File: src/rtl/fifo_pkg.sv
// fifo_pkg: shared defaults and pointer-width rule for the dual-clock FIFO.
package fifo_pkg;

  localparam int FIFO_DATASIZE = 8;
  localparam int FIFO_ADDRSIZE = 4;

  // One extra pointer bit beyond the address tells full and empty apart.
  function automatic int ptr_width(input int addrsize);
    return addrsize + 1;
  endfunction

  localparam int FIFO_PTRW = ptr_width(FIFO_ADDRSIZE);

endpackage

File: src/rtl/fifo_rd_ctrl_if.sv
// fifo_rd_ctrl_if: registered valid/ready output stream of the FIFO read side.
interface fifo_rd_ctrl_if
  import fifo_pkg::*;
#(
  parameter int DATASIZE = FIFO_DATASIZE
);

  logic [DATASIZE-1:0] dout;
  logic                dout_valid;
  logic                dout_ready;

  modport master (output dout, output dout_valid, input dout_ready);
  modport slave  (input dout, input dout_valid, output dout_ready);

endinterface

File: src/rtl/fifo_gray2bin.sv
// fifo_gray2bin: combinational Gray-to-binary conversion (prefix XOR from MSB).
module fifo_gray2bin #(
  parameter int WIDTH = 5
) (
  input  logic [WIDTH-1:0] gray,
  output logic [WIDTH-1:0] bin
);

  // Each binary bit is the XOR of all Gray bits at and above its position.
  always_comb begin
    bin = '0;
    for (int unsigned i = 0; i < WIDTH; i++) begin
      bin[i] = ^(gray >> i);
    end
  end

endmodule

File: src/rtl/fifo_rd_ctrl.sv
// fifo_rd_ctrl: read-side controller of the dual-clock FIFO (rclk domain).
// Owns the read pointer, the empty flag and a registered output stage.
// Optional occupancy estimate rlevel is built when FIFO_RD_LEVEL_EN is defined;
// otherwise rlevel is tied to zero.
module fifo_rd_ctrl
  import fifo_pkg::*;
#(
  parameter  int DATASIZE = FIFO_DATASIZE,
  parameter  int ADDRSIZE = FIFO_ADDRSIZE,
  localparam int PTRW     = ptr_width(ADDRSIZE)
) (
  input  logic                rclk,
  input  logic                rrst_n,
  input  logic [PTRW-1:0]     rq2_wptr,
  input  logic [DATASIZE-1:0] rdata_mem,
  output logic [ADDRSIZE-1:0] raddr,
  output logic [PTRW-1:0]     rptr,
  output logic                rempty,
  output logic [PTRW-1:0]     rlevel,
  fifo_rd_ctrl_if.master      rd_if
);

  logic [PTRW-1:0] rbin;
  logic [PTRW-1:0] rbinnext;
  logic [PTRW-1:0] rgraynext;
  logic            rinc;

  // Fetch whenever a word is available and the output register is free or draining.
  always_comb begin
    rinc      = !rempty && (!rd_if.dout_valid || rd_if.dout_ready);
    rbinnext  = rbin + {{(PTRW-1){1'b0}}, rinc};
    rgraynext = (rbinnext >> 1) ^ rbinnext;
  end

  assign raddr = rbin[ADDRSIZE-1:0];

  // Read pointer (binary and Gray) and registered empty flag.
  always_ff @(posedge rclk or negedge rrst_n) begin
    if (!rrst_n) begin
      rbin   <= '0;
      rptr   <= '0;
      rempty <= 1'b1;
    end else begin
      rbin   <= rbinnext;
      rptr   <= rgraynext;
      rempty <= (rgraynext == rq2_wptr);
    end
  end

  // Output register: load on fetch, clear valid when consumed without refill.
  always_ff @(posedge rclk or negedge rrst_n) begin
    if (!rrst_n) begin
      rd_if.dout       <= '0;
      rd_if.dout_valid <= 1'b0;
    end else if (rinc) begin
      rd_if.dout       <= rdata_mem;
      rd_if.dout_valid <= 1'b1;
    end else if (rd_if.dout_valid && rd_if.dout_ready) begin
      rd_if.dout_valid <= 1'b0;
    end
  end

`ifdef FIFO_RD_LEVEL_EN
  logic [PTRW-1:0] wbin;

  fifo_gray2bin #(.WIDTH(PTRW)) u_wptr_g2b (
    .gray (rq2_wptr),
    .bin  (wbin)
  );

  // Occupancy against the post-edge read pointer; the synchronized write
  // pointer lags the real one, so the estimate never overstates.
  always_ff @(posedge rclk or negedge rrst_n) begin
    if (!rrst_n) begin
      rlevel <= '0;
    end else begin
      rlevel <= wbin - rbinnext;
    end
  end
`else
  assign rlevel = '0;
`endif

endmodule

File: src/flat_wrapper.sv
// flat-port wrapper written by rule: the top's interface ports become plain ports
module fifo_rd_ctrl_flat import fifo_pkg::*;
#(
  parameter  int DATASIZE = FIFO_DATASIZE,
  parameter  int ADDRSIZE = FIFO_ADDRSIZE,
  localparam int PTRW     = ptr_width(ADDRSIZE)
)
  (rclk, rrst_n, rq2_wptr, rdata_mem, raddr, rptr, rempty, rlevel, rd_if_dout, rd_if_dout_valid, rd_if_dout_ready);
  fifo_rd_ctrl_if #(.DATASIZE(DATASIZE)) rd_if_i ();
  input  logic rclk;
  input  logic rrst_n;
  input  logic [PTRW-1:0] rq2_wptr;
  input  logic [DATASIZE-1:0] rdata_mem;
  output logic [ADDRSIZE-1:0] raddr;
  output logic [PTRW-1:0] rptr;
  output logic rempty;
  output logic [PTRW-1:0] rlevel;
  output wire logic [$bits(rd_if_i.dout)-1:0] rd_if_dout;
  output wire logic [$bits(rd_if_i.dout_valid)-1:0] rd_if_dout_valid;
  input wire logic [$bits(rd_if_i.dout_ready)-1:0] rd_if_dout_ready;
  assign rd_if_dout = rd_if_i.dout;
  assign rd_if_dout_valid = rd_if_i.dout_valid;
  assign rd_if_i.dout_ready = rd_if_dout_ready;
  fifo_rd_ctrl #(.DATASIZE(DATASIZE), .ADDRSIZE(ADDRSIZE)) u_core (.rclk(rclk), .rrst_n(rrst_n), .rq2_wptr(rq2_wptr), .rdata_mem(rdata_mem), .raddr(raddr), .rptr(rptr), .rempty(rempty), .rlevel(rlevel), .rd_if(rd_if_i));
endmodule
File: config.mk
export PLATFORM = sky130hd
export DESIGN_NAME = fifo_rd_ctrl_flat
export DESIGN_NICKNAME = d
export VERILOG_FILES = /design/src/rtl/fifo_pkg.sv /design/src/rtl/fifo_rd_ctrl_if.sv /design/src/rtl/fifo_gray2bin.sv /design/src/rtl/fifo_rd_ctrl.sv /design/src/flat_wrapper.sv
export SDC_FILE = /design/constraint.sdc
export NUM_CORES = 1
export LEC_CHECK = 0
export BUFFER_PORTS_ARGS = -buffer_cell sky130_fd_sc_hd__buf_2
export CAP_MARGIN = 20
export CORE_MARGIN = 2
export CORE_UTILIZATION = 45
export CTS_CLUSTER_DIAMETER = 40
export DETAILED_ROUTE_END_ITERATION = 16
export GPL_ROUTABILITY_DRIVEN = 0
export GPL_TIMING_DRIVEN = 0
export HOLD_SLACK_MARGIN = 0.06
export PLACE_DENSITY_LB_ADDON = 0.3
export SLEW_MARGIN = 20
export SYNTH_ARGS = -nofsm -noshare
export SYNTH_HDL_FRONTEND = slang
export SYNTH_SLANG_ARGS = --single-unit
File: constraint.sdc
create_clock -name rclk -period 2.94 [get_ports rclk]
set_clock_uncertainty 0.15 [all_clocks]
set_input_delay 0.294 -clock rclk [delete_from_list [all_inputs] [get_ports rclk]]
set_output_delay 0.294 -clock rclk [all_outputs]
set_load 0.01 [all_outputs]
==> flow_summary.toml <==
[die]
die_h_microns = 48.3
start_util = 0.464
core_sq_mm = 0.00190
dieArea_sq_mm = 0.00233
num_rows = 16
dieWidth_microns = 48.3
io_pins = 40

[logic_synthesis]
seq_area_frac_synth = 0.540
synth.ff_latch_count = 19
ys_top_cells_by_area = "dfrtp_1 51%, mux2_2 10%, xor2_1 8.9%, xnor2_1 5.0%, buf_4 4.2%"
syn_area_sq_um = 883
synth_top_area_share = 0.510
yosys_warnings = 0
netlist_instances = 69
avgSynthCellArea_sq_um = 12.8
yosys.area.top_type = "dfrtp_1"
yosysUniqueCellTypes = 24

[cts]
cts_tree = "built"
root_buffer = "clkbuf_4"
clk_latency_ns = 0.29
cts_inserted_buffers = 3
cts_num_sinks = 19
cts.path.max_buffers = 2
clkSlewWorstSetupHoldPaths_ns = 0.10
cts_htree_levels = 1

[final_layout]
multi_input_area_sq_um = 377
final_util = 0.609
seq_area_sq_um = 477
fill_cells = 163
area_growth_pct = 31.0
num-nets-final = 132
antenna_cells = 0
drive_gt1_frac = 0.487

[outcome]
outcome = "complete, no violations"

[setup_path]
critPathArrivalTime_ns = 2.64
cp_max_fo = 9
reg2reg_depth = 8
reg2reg_from = "u_core.rd_if.dout_valid"
cp-start-kind = "flip-flop"
path_class = "reg -> reg"
crit_start = "u_core.rd_if.dout_valid"
cp.required_ns = 3.00
cp-end-kind = "flip-flop"

[detailed_routing]
first_pass_iters = 2
vias = 632
ant_nets = 0
wl_microns = 1460
wl_per_cell_microns = 10.4
drc = 0
via_per_inst = 4.51
drt_iter0_drc = 2

[sta]
setup_tns_ns = 0
drv_slew = 0
clock.fmax_mhz = 388
min_period_ns = 2.58
final-hold-violation-count = 0
finalCritPeriodShare = 0.876
holdWs_ns = 0.0783
setup_violations = 0
rsz0062_at_grt = "false"

[global_route]
grt_pass1_vias = 621
grt_max_degree = 20
grt_pass1_wl_microns = 2460
antenna_found_initial = 0
grt_overflow = 0
track_usage = 0.137

[hold_path]
hp-start = "rdata_mem[5]"
min_path_type = "in -> reg"
whs_path_depth = 2

[place]
port_buffers = 34
hpwlAfterDp_microns = 1190

[power_and_ir_drop]
vdd_drop_max_mv = 0.550
power_leakage_nw = 0.565
p_per_area_mw_per_mm2 = 1040

[run]
drv_cap = 0
-- worst paths after layout --
| kind | to | slack [ns] |
|---|---|---|
| worst max-delay path | u_core.rempty | 0.36 |
| worst min-delay path | u_core.rd_if.dout[5] | 0.08 |
| worst max register to register | u_core.rempty | 0.36 |
| worst min register to register | u_core.rd_if.dout[5] | 0.36 |
| max in group asynchronous | u_core.rempty | 2.03 |
| min in group asynchronous | u_core.rptr[0] | 0.30 |
-- cells by family after synthesis --
family,after synthesis,synth area share
other,1,0.00425
flip-flops,19,0.540
AND/OR/NAND/NOR,11,0.0836
multiplexers,8,0.102
XOR/XNOR,14,0.139
buffers and inverters,9,0.0595
adder cells (fa/ha/maj),2,0.0283
AO/OA/AOI/OAI,5,0.0439
-- layer usage --
layer | GRT usage | up-vias | part of all wire
li1 | - | 313 | -
met1 | 0.143 | 297 | 0.39
met2 | 0.250 | 20 | 0.53
met3 | 0.0370 | 2 | 0.075
met4 | 0.0714 | 0 | 0.0069
met5 | 0 | - | 0
-- Yosys cell counts --
library cell / count
nor4_2: 1
nand3_1: 3
dfrtp_1: 18
conb_1: 1
clkbuf_1: 2
dfstp_2: 1
and3b_2: 1
or3_1: 1
a21oi_2: 1
xnor2_1: 5
a31o_1: 1
a41oi_1: 1
xor2_1: 9
o211ai_1: 1
nor3_1: 1
nor2b_1: 1
mux2_2: 8
o21ai_0: 1
nand2_1: 1
buf_4: 5
nor3b_1: 1
nand3b_1: 1
inv_1: 2
ha_1: 2
-- worst max-delay path, cell delays in order (launching register included) --
cell,delay (ns)
dfrtp_1,0.44
a21oi_4,0.29
ha_1,0.28
ha_1,0.31
xnor2_1,0.27
nor3b_1,0.22
nor3_1,0.08
a31o_1,0.20
nor4_2,0.26
-- flip-flops by register name, indices dropped and copies added (netlist names) --
signal,flops
u_core.rbin,5
u_core.rd_if.dout,8
u_core.rd_if.dout_valid,1
u_core.rempty,1
u_core.rptr,4
-- placed cells by master (no fill, tap or decap), types with 2 or more instances in the layout --
cell type	netlist	final
buf_2	0	34
dfrtp_1	18	18
xor2_1	9	9
mux2_2	8	8
xnor2_1	5	5
buf_4	5	5
conb_1	1	5
nand3_1	3	3
clkbuf_4	0	3
clkbuf_1	2	2
inv_1	2	2
ha_1	2	2
dlygate4sd3_1	0	2
-- per-stage QoR --
| step | setup slack [ns] | cells | instance area (sq um) | power [mW] |
|---|---|---|---|---|
| 2_1_floorplan | 0.441 | 73 | 898 | 0.892 |
| 3_3_place_gp | 0.246 | 134 | 1100 | 1.07 |
| 3_5_place_dp | 0.202 | 134 | 1100 | 1.09 |
| 4_1_cts | 0.164 | 139 | 1140 | 1.22 |
| 5_1_grt | 0.118 | 140 | 1160 | 1.31 |
| 6_report | 0.363 | 140 | 1160 | 1.20 |
-- report_power, final --
group,total (mW),switching [mW],internal [mW]
logic,0.612,0.319,0.294
clock network,0.128,0.0770,0.0506
registers,0.460,0.0756,0.385
-- layout make-up --
type | instances | area share
Clock inverter | 1 | 0.00432
Clock buffer | 3 | 0.0195
Tap cell | 27 | 0.0292
Sequential cell | 19 | 0.412
Inverter | 2 | 0.00649
Buffer | 7 | 0.0389
Multi-Input combinational cell | 45 | 0.325
Timing Repair Buffer | 36 | 0.164
-- timing repair --
action / in CTS / in global routing
setup endpoints to repair: 0 / 1
setup buffers: 0 / 0
gates resized for setup: 0 / 1
hold endpoints to repair: 18 / 1
hold buffers: 1 / 1
Note: power is estimated with default switching activity, not from simulation.
